File: config.mk
export PLATFORM = sky130hd
export DESIGN_NAME = any1_branch_predictor
export DESIGN_NICKNAME = d
export VERILOG_FILES = /design/src/rtl/any1_pkg.sv /design/src/rtl/any1_bp_ram.sv /design/src/rtl/any1_branch_predictor.sv
export SDC_FILE = /design/constraint.sdc
export NUM_CORES = 2
export LEC_CHECK = 0
export ABC_AREA = 1
export CORE_ASPECT_RATIO = 0.5
export CORE_MARGIN = 4
export CORE_UTILIZATION = 45
export DETAILED_ROUTE_END_ITERATION = 10
export GPL_ROUTABILITY_DRIVEN = 0
export MAX_ROUTING_LAYER = met4
export SETUP_SLACK_MARGIN = 0.3
export SLEW_MARGIN = 20
export SYNTH_ARGS = -nofsm -noshare
export SYNTH_HDL_FRONTEND = slang
export SYNTH_SLANG_ARGS = --single-unit
File: constraint.sdc
create_clock -name clk_i -period 33.8 [get_ports clk_i]
set_input_delay 5.07 -clock clk_i [delete_from_list [all_inputs] [get_ports clk_i]]
set_output_delay 5.07 -clock clk_i [all_outputs]
set_load 0.1 [all_outputs]
File: src/rtl/any1_pkg.sv
// any1_pkg: shared types, constants and helpers for the any1 branch predictor.
//   bp_ctr_t     2-bit saturating direction counter (00 strong-NT .. 11 strong-T)
//   BP_WNT       weak-not-taken; the value every entry holds after table init
//   BP_ST_*      predictor FSM state encodings
//   bp_sat()     saturating counter update for a resolved outcome
package any1_pkg;

  typedef logic [1:0] bp_ctr_t;

  localparam bp_ctr_t BP_WNT = 2'b01;

  localparam logic [0:0] BP_ST_INIT = 1'b0;
  localparam logic [0:0] BP_ST_RUN  = 1'b1;

  // Taken moves toward 11 and not-taken toward 00; both ends hold.
  function automatic bp_ctr_t bp_sat(input bp_ctr_t ctr, input logic takb);
    bp_ctr_t r;
    r = ctr;
    if (takb) begin
      if (ctr != 2'b11) r = ctr + 2'b01;
    end else begin
      if (ctr != 2'b00) r = ctr - 2'b01;
    end
    return r;
  endfunction

endpackage

File: src/rtl/any1_bp_ram.sv
// any1_bp_ram: 2**IDXB x 2-bit counter table.
//   One write port and two synchronous read ports (a: prediction, b: update U1).
//   Reads are read-first: a read and a write to the same address in one cycle
//   return the old contents; the parent handles all forwarding.
// Ports
//   clk_i       clock
//   we_i        write enable
//   waddr_i     write address
//   wdata_i     write data
//   ra_addr_i   read port a address     ra_data_o  data, one cycle later
//   rb_addr_i   read port b address     rb_data_o  data, one cycle later
module any1_bp_ram
  import any1_pkg::*;
#(
  parameter int IDXB = 9
) (
  input  logic            clk_i,
  input  logic            we_i,
  input  logic [IDXB-1:0] waddr_i,
  input  bp_ctr_t         wdata_i,
  input  logic [IDXB-1:0] ra_addr_i,
  output bp_ctr_t         ra_data_o,
  input  logic [IDXB-1:0] rb_addr_i,
  output bp_ctr_t         rb_data_o
);

  bp_ctr_t mem_q [0:(1<<IDXB)-1];
  bp_ctr_t ra_q;
  bp_ctr_t rb_q;

  // Table contents are not reset; the parent's INIT sweep defines them.
  always_ff @(posedge clk_i) begin
    if (we_i) mem_q[waddr_i] <= wdata_i;
    ra_q <= mem_q[ra_addr_i];
    rb_q <= mem_q[rb_addr_i];
  end

  assign ra_data_o = ra_q;
  assign rb_data_o = rb_q;

endmodule

File: src/rtl/any1_branch_predictor.sv
// any1_branch_predictor: gshare direction predictor with 2-bit counters.
//   After reset the table is swept to weak-not-taken (busy_o high), then the
//   predictor answers fetch lookups with one cycle of latency and trains on
//   resolved branches through a two-stage read/modify/write update pipe.
//   Both request streams are valid-only: a request is taken on every clock
//   edge where its valid is high; there is no ready and no stall.
// Ports
//   rst_i        async reset, active-high
//   clk_i        clock
//   busy_o       table initialisation in progress (FSM in INIT)
//   prd_v_i      prediction request valid
//   prd_pc_i     fetch PC
//   prd_v_o      prediction valid, one cycle after prd_v_i
//   prd_takb_o   predicted taken
//   prd_hist_o   history used for this prediction
//   upd_v_i      resolved branch valid
//   upd_pc_i     branch PC
//   upd_hist_i   history captured with the prediction
//   upd_takb_i   actual outcome
module any1_branch_predictor
  import any1_pkg::*;
#(
  parameter int AWID  = 32,
  parameter int IDXB  = 9,
  parameter int HISTB = 8
) (
  input  logic             rst_i,
  input  logic             clk_i,
  output logic             busy_o,
  input  logic             prd_v_i,
  input  logic [AWID-1:0]  prd_pc_i,
  output logic             prd_v_o,
  output logic             prd_takb_o,
  output logic [HISTB-1:0] prd_hist_o,
  input  logic             upd_v_i,
  input  logic [AWID-1:0]  upd_pc_i,
  input  logic [HISTB-1:0] upd_hist_i,
  input  logic             upd_takb_i
);

  // FSM and history
  logic [0:0]       state_q, state_d;
  logic [IDXB-1:0]  init_idx_q, init_idx_d;
  logic [HISTB-1:0] ghr_q, ghr_d;
  logic             run;

  // Prediction pipe
  logic             prd_v_q, prd_v_d;
  logic [HISTB-1:0] prd_hist_q, prd_hist_d;
  logic             prd_fwd_q, prd_fwd_d;
  bp_ctr_t          prd_fwd_ctr_q, prd_fwd_ctr_d;
  logic [IDXB-1:0]  prd_idx;
  logic [IDXB-1:0]  ghr_ext;
  bp_ctr_t          prd_ctr;

  // Update pipe (U1 is the cycle upd_v_i is presented, U2 the write cycle)
  logic             u1_v;
  logic [IDXB-1:0]  u1_idx;
  logic [IDXB-1:0]  upd_hist_ext;
  logic             u2_v_q, u2_v_d;
  logic [IDXB-1:0]  u2_idx_q, u2_idx_d;
  logic             u2_takb_q, u2_takb_d;
  logic             u2_fwd_q, u2_fwd_d;
  bp_ctr_t          u2_fwd_ctr_q, u2_fwd_ctr_d;
  bp_ctr_t          u2_old;
  bp_ctr_t          u2_new;

  // RAM interface
  logic             ram_we;
  logic [IDXB-1:0]  ram_waddr;
  bp_ctr_t          ram_wdata;
  bp_ctr_t          ram_ra_data;
  bp_ctr_t          ram_rb_data;

  // PC bits outside the index field do not take part (aliasing is allowed).
  logic unused_pc_bits;
  assign unused_pc_bits = ^{prd_pc_i[AWID-1:IDXB+2], prd_pc_i[1:0],
                            upd_pc_i[AWID-1:IDXB+2], upd_pc_i[1:0]};

  assign run = (state_q == BP_ST_RUN);

  // History is zero-extended into the index width before the XOR.
  always_comb begin
    ghr_ext                   = '0;
    ghr_ext[HISTB-1:0]        = ghr_q;
    upd_hist_ext              = '0;
    upd_hist_ext[HISTB-1:0]   = upd_hist_i;
  end

  assign prd_idx = prd_pc_i[IDXB+1:2] ^ ghr_ext;
  assign u1_idx  = upd_pc_i[IDXB+1:2] ^ upd_hist_ext;
  assign u1_v    = upd_v_i & run;

  // FSM: INIT sweeps every index once, ending on all-ones, then RUN forever.
  always_comb begin
    state_d    = state_q;
    init_idx_d = init_idx_q;
    if (state_q == BP_ST_INIT) begin
      init_idx_d = init_idx_q + IDXB'(1);
      if (init_idx_q == {IDXB{1'b1}}) state_d = BP_ST_RUN;
    end
  end

  // U2: counter comes from the RAM unless the previous U2 wrote the same
  // entry while this one was being read (read-first RAM would miss it).
  assign u2_old = u2_fwd_q ? u2_fwd_ctr_q : ram_rb_data;
  assign u2_new = bp_sat(u2_old, u2_takb_q);

  // Prediction counter gets the same treatment against a same-cycle U2 write.
  assign prd_ctr = prd_fwd_q ? prd_fwd_ctr_q : ram_ra_data;

  always_comb begin
    prd_v_d       = prd_v_i & run;
    prd_hist_d    = prd_v_d ? ghr_q : '0;
    prd_fwd_d     = u2_v_q && (prd_idx == u2_idx_q);
    prd_fwd_ctr_d = u2_new;

    u2_v_d        = u1_v;
    u2_idx_d      = u1_idx;
    u2_takb_d     = upd_takb_i;
    u2_fwd_d      = u2_v_q && (u1_idx == u2_idx_q);
    u2_fwd_ctr_d  = u2_new;

    // History is trained only by resolved outcomes, in update order.
    ghr_d = ghr_q;
    if (u2_v_q) ghr_d = {ghr_q[HISTB-2:0], u2_takb_q};
  end

  // The write port is owned by the INIT sweep until RUN, then by U2.
  always_comb begin
    ram_we    = 1'b0;
    ram_waddr = init_idx_q;
    ram_wdata = BP_WNT;
    if (!run) begin
      ram_we = 1'b1;
    end else if (u2_v_q) begin
      ram_we    = 1'b1;
      ram_waddr = u2_idx_q;
      ram_wdata = u2_new;
    end
  end

  always_ff @(posedge clk_i or posedge rst_i) begin
    if (rst_i) begin
      state_q       <= BP_ST_INIT;
      init_idx_q    <= '0;
      ghr_q         <= '0;
      prd_v_q       <= 1'b0;
      prd_hist_q    <= '0;
      prd_fwd_q     <= 1'b0;
      prd_fwd_ctr_q <= BP_WNT;
      u2_v_q        <= 1'b0;
      u2_idx_q      <= '0;
      u2_takb_q     <= 1'b0;
      u2_fwd_q      <= 1'b0;
      u2_fwd_ctr_q  <= BP_WNT;
    end else begin
      state_q       <= state_d;
      init_idx_q    <= init_idx_d;
      ghr_q         <= ghr_d;
      prd_v_q       <= prd_v_d;
      prd_hist_q    <= prd_hist_d;
      prd_fwd_q     <= prd_fwd_d;
      prd_fwd_ctr_q <= prd_fwd_ctr_d;
      u2_v_q        <= u2_v_d;
      u2_idx_q      <= u2_idx_d;
      u2_takb_q     <= u2_takb_d;
      u2_fwd_q      <= u2_fwd_d;
      u2_fwd_ctr_q  <= u2_fwd_ctr_d;
    end
  end

  any1_bp_ram #(
    .IDXB (IDXB)
  ) u_ram (
    .clk_i     (clk_i),
    .we_i      (ram_we),
    .waddr_i   (ram_waddr),
    .wdata_i   (ram_wdata),
    .ra_addr_i (prd_idx),
    .ra_data_o (ram_ra_data),
    .rb_addr_i (u1_idx),
    .rb_data_o (ram_rb_data)
  );

  // Takb is gated by valid so it reads 0 from the moment reset hits.
  assign busy_o     = ~run;
  assign prd_v_o    = prd_v_q;
  assign prd_takb_o = prd_v_q & prd_ctr[1];
  assign prd_hist_o = prd_hist_q;

endmodule

Word level (Yosys, flattened, before mapping)
Memories as Yosys holds them, arrays and structs flattened. A register that Yosys moved wholly into a read port is not among the register bits.
Index checks and enable logic that the tools add are counted.
- flip-flop bits (word level): 42
- RAM bits: 1024
- input port bits: 77
- output and inout port bits: 11
- memories: 1
- add/subtract/negate cells: 3
- eq/ne operators: 4
- multiplexer cells: 16
- bitwise gates (word level): 6
- reductions and logical operators: 3
- memories (memory ; depth ; width ; read ports ; clocked after Yosys merged registers in ; write ports ; RTL line ; source):
    u_ram.mem_q ; 512 ; 2 ; 2 ; 2 ; 1 ; any1_bp_ram.sv:27 ; bp_ctr_t mem_q [0:(1<<IDXB)-1];
- operators by type and width (kind ; count):
    $eq A9 B9 Y1 ; 2
    $mux W9 ; 2
    $xor A9 B8 Y9 ; 2
    $mux W2 ; 7
    $add A9 B1 Y9 const B ; 1
    $eq A9 B9 Y1 const B ; 1
    $mux W8 ; 1
    $mux W1 ; 6
    $and A1 B1 Y1 ; 3
    $add A2 B1 Y2 const B ; 1
    $logic_and A1 B1 Y1 ; 2
    $ne A2 B2 Y1 const B ; 1
    $reduce_bool A2 Y1 ; 1
    $sub A2 B1 Y2 const B ; 1
    $not A1 Y1 ; 1

Longest topological paths before layout
- word-level depth: 6
- depth in mapped cells: 17
- depth with buffers taken out: 15

By module
A second synthesis with hierarchy kept.
- cells, all modules: 6619
- area, all modules: 56586.8 sq um
- modules (own cells, without submodules) (module ; instances ; cells an instance ; area an instance (sq um)):
    any1_bp_ram ; 1 ; 6312 ; 54322.1
    any1_branch_predictor ; 1 ; 307 ; 2264.7

Least setup slack after synthesis
Ideal clock, no wire load.
- kind: flip-flop to flip-flop
- start point: reg u2_fwd_ctr_q[0]
- end point: mem u_ram.mem_q[0][1] (netlist name) (data pin)
- arrival: 12.693 ns
- data required time: 31.211 ns
- path slack: 18.518 ns
- stages on the path, launching flop included: 7
- path through: dfstp_2 -> nand2_1 -> nand2_1 -> inv_1 -> o21ai_0 -> inv_1 -> nor2_1
- cells in the longest elaborated chain, start to end: 6
- elaborated cells between the ends (all ways): 10
- RTL lines (element ; RTL line ; source):
    start, declared ; any1_branch_predictor.sv:64 ; bp_ctr_t u2_fwd_ctr_q, u2_fwd_ctr_d;
    start signal, assigned ; any1_branch_predictor.sv:169 ; u2_fwd_ctr_q <= u2_fwd_ctr_d;
    $mux W2 (*) ; any1_branch_predictor.sv:106 ; assign u2_old = u2_fwd_q ? u2_fwd_ctr_q : ram_rb_data;
    $sub A2 B1 Y2, or another cell as far along ; any1_pkg.sv:22 ; if (ctr != 2'b00) r = ctr - 2'b01;
    $mux W2, on equally long branches ; any1_pkg.sv:22, any1_pkg.sv:20 ;
    $mux W2 (*) ; any1_pkg.sv:19 ; if (takb) begin
    named net prd_fwd_ctr_d[1] ; any1_branch_predictor.sv:51 ; bp_ctr_t prd_fwd_ctr_q, prd_fwd_ctr_d;
    $mux W2 (*) ; any1_branch_predictor.sv:136 ; end else if (u2_v_q) begin
    $mux W2 (*) ; any1_branch_predictor.sv:134 ; if (!run) begin
    named net ram_wdata[1] ; any1_branch_predictor.sv:71 ; bp_ctr_t ram_wdata;
    end, declared ; any1_bp_ram.sv:27 ;
The timed path passes the listed nets; every way through them passes the cells marked *.

Worst setup path after layout
- start point: in upd_hist_i[0]
- end point: reg u_ram.rb_q[0], in the netlist u_ram.rb_data_o[0], read port of u_ram.mem_q
- cells in the longest elaborated chain, start to end: 1
- RTL lines (element ; RTL line ; source):
    start, declared ; any1_branch_predictor.sv:37 ; input logic [HISTB-1:0] upd_hist_i,
    $xor A9 B8 Y9 ; any1_branch_predictor.sv:91 ; assign u1_idx = upd_pc_i[IDXB+1:2] ^ upd_hist_ext;
    end, declared ; any1_bp_ram.sv:29 ; bp_ctr_t rb_q;
No other way between the ends.
A chain may end at the register's enable or synchronous reset.

==> flow_summary_export.csv <==
group,metric,value,unit
cts,postCtsSetupRepairBufs,0,
drt,postRouteAntennaNets,0,
placement,placed_cell_area,55180,µm²
placement,dpl.cell_count,7509,
outcome,outcome,"finished clean",
power,p_sw,721.0,µW
worst_setup_path,r2r_cells,16,
drt,drc,0,
timing,setup_ws,24070,ps
cts,clk_latency,720,ps
cts,htreeDepth,3,
cts,clk_pin_slew,70,ps
timing,hold_viol,0,
synth,synthXorXnorAreaFrac,0.004732,
synth,synth_top_family_by_area,"simple AND/OR/NAND/NOR gates",
worst_setup_path,crit_fanout,72,
synth,yosysMostFrequentCell,"nand2_1",
synth,synthAdderAreaFrac,0.0004662,
synth,synth.distinct_cells,28,
min_path,holdPathEnd,"init_idx_q[0]",
worst_setup_path,critPathCaptureType,"flop",
drt,met1_length,69110,µm
drt,first_pass_iters,9,
global_routing,grt_overflow,0,
global_routing,grt_max_degree,195,
global_routing,grt_use_total,0.2749,
drt,drtIter0Drc,5661,
worst_setup_path,crit_top_cell,"nand3_1",
layout,fin_area,58460,µm²
cts,clockBufferDepth,3,
power,intPower,2.128,mW
timing,tightest_slew,1116,ps
layout,syn2layout_area_growth,8.909,%
synth,synth.avg_cell_area,8.642,µm²
timing,fmax,102.7,MHz
drt,met2_length,75380,µm
power,p_seq_frac,0.503,
power,p_leak,24.04,nW
job,drv_cap,0,
worst_setup_path,rrSetupSlack,29370,ps
drt,top_layer,"met4",
synth,synthTopCellsByCount,"nand2_1, nand3_1, edfxtp_1, inv_1, nor2_1",
floorplanning,die_w,496.4,µm
synth,synth_nets,6290,
power,power_density,48.73,nW/µm²
drt,via_per_inst,5.666,
cts,numCtsBuffers,102,
worst_setup_path,r2r_end,"u_ram.ra_data_o[1]",
layout,finalNonFillerCells,7703,
power,combPwrFrac,0.100,
power,p_sw_frac,0.2531,
floorplanning,core,118200,µm²
worst_setup_path,max_stage_delay,780,ps
synth,netlist_instances,6211,
floorplanning,die_y,252.2,µm
timing,finalClockSkew,38.26,ps
synth,ys.flop_type,"edfxtp_1",
synth,synth_seq_area_share,0.5936,
timing,period_share,0.2880,
worst_setup_path,crit_start,"upd_hist_i[0]",
placement,place_ws,23530,ps
placement,numPortBuffers,41,
layout,fin_nets,6102,
cts,cts_tree,"built",
synth,synth_edf_count,1024,
min_path,min_from,"init_idx_q[0]",
synth,synth_area_leaders,"edfxtp_1, nand3_1, nand2_1, inv_1, nor2_1",
layout,drive_gt1_frac,0.04257,
global_routing,first_global_vias,41606,
synth,synth_seq_cells,1069,
floorplanning,io_pins,88,
synth,synth.area.mux_share,0,
min_path,hp-class,"reg -> reg",
cts,postCtsHoldBufs,0,
drt,vias,43647,
floorplanning,rows,89,
global_routing,grt_pass1_wl,251900,µm
synth,syn_area,53680,µm²
timing,max_slew_margin,0.2560,
synth,yosys_warnings,0,
worst_setup_path,slowest_stage,"buf_4",
timing,slew_viol_final,0,
cts,cts_root_buf,"clkbuf_16",
worst_setup_path,path_class,"in -> reg",
timing,setup_violations,0,
placement,hpwl,88050,µm
worst_setup_path,required,34420,ps
synth,synth_compound_area_frac,0.01259,
synth,async_flop_share,0.03929,
worst_setup_path,cp.arrival,10350,ps
worst_setup_path,path_cells,"clkdlybuf4s50_1 > inv_1 > nand2_1 > buf_4 > nand2_4 > buf_4 > buf_4 > buf_4 > nand2_1 > o211ai_1 > nand3_1 > nand3_1 > nand3_1 > nand3_1 > nand3_1 > nand3_1 > nand2_1 > nand2_1 > nand2_1",
min_path,min_path_cells,1,
timing,hold_slack,511.7,ps
synth,synth-simple-area-share,0.2898,
synth,synth_area_leader_cell,"edfxtp_1",
worst_setup_path,cp-start-kind,"input port",
synth,synth_top_area_frac,0.5729,
worst_setup_path,reg2reg_from,"ghr_q[0]",
timing,tns,0,ps
drt,met3_length,19010,µm
power,ir_drop,0.00003701,V
cts,post_cts_resized,0,
timing,rsz0062_at_grt,"no",
floorplanning,dieArea,125200,µm²
drt,routed_wl,170100,µm
power,clkPwrFrac,0.397,
cts,cts.sinks,1069,
drt,routedWlPerCell,22.08,µm
power,p_total,2.849,mW
floorplanning,start_util,0.4543,
global_routing,antenna_found_initial,3,
timing,fin_crit,9734,ps
layout,fin_util,0.4948,
power by group through the flow:
stage          clock network (mW)  logic [mW]  registers (mW)
2_1_floorplan                   0       0.175            1.46
3_3_place_gp                    0       0.273            1.46
3_5_place_dp                    0       0.275            1.46
4_1_cts                      1.14       0.275            1.43
5_1_grt                      1.20       0.300            1.43
6_report                     1.13       0.285            1.43
layer usage:
metal / up-vias / track usage
li1: 19796 / -
met1: 20833 / 0.3678
met2: 2516 / 0.4217
met3: 502 / 0.05055
met4: 0 / 0.09904
met5: - / -
worst max-delay path, delay by kind of cell:
kind	cells	cell delay, ps
AND/OR/NAND/NOR	12	1900
buffers and inverters	6	3070
AO/OA/AOI/OAI	1	120
registers in the layout, indices dropped and copies added, names as in the netlist:
register / count
prd_fwd_q: 1
u_ram.mem_q: 1024
run: 1
u2_idx_q: 9
u_ram.ra_data_o: 1
u2_fwd_q: 1
init_idx_q: 9
u2_v_q: 1
u2_takb_q: 1
prd_v_o: 1
u2_fwd_ctr_q: 2
ghr_q: 8
u_ram.rb_data_o: 2
prd_hist_o: 8
placed cells by master, fill, tap and decap left out, drive strengths merged, types with 17 or more instances in the layout:
cell type / Yosys / layout
nand3: 1448 / 1448
o211ai: 57 / 57
xnor2: 17 / 17
dfrtp: 41 / 41
clkbuf: 187 / 138
inv: 939 / 938
buf: 224 / 78
o21ai: 29 / 29
clkdlybuf4s50: 0 / 41
nor2: 542 / 542
edfxtp: 1024 / 1024
nand2: 1653 / 1653
clkinv: 4 / 49
area by class of cell:
type	instances	area, µm²
Clock buffer	138	2823
Antenna cell	3	7.507
Timing Repair Buffer	119	1144
Clock inverter	51	385.4
Multi-Input combinational cell	3788	16700
Tap cell	1592	1992
Sequential cell	1069	31860
Fill cell	10992	59690
Inverter	943	3547
worst max-delay path by stage:
stage                               endpoint  slack, ps  cells past startpoint
after detailed placement  u_ram.rb_data_o[0]      23530                     19
final                     u_ram.rb_data_o[0]      24070                     19
after floorplan            u_ram.mem_q[0][1]      18520                      6
after global placement    u_ram.rb_data_o[0]      23540                     20
after global routing      u_ram.rb_data_o[0]      23810                     19
after CTS                 u_ram.rb_data_o[0]      24280                     20
cells by family after synthesis:
logic type | count (synthesis)
AOI/OAI and AO/OA | 102
xor gates and xnor gates | 29
adders and majority gates | 2
buffers and inverters | 1354
DFF | 1069
and+or+nand+nor | 3655
(Power assumes the default switching activity.)
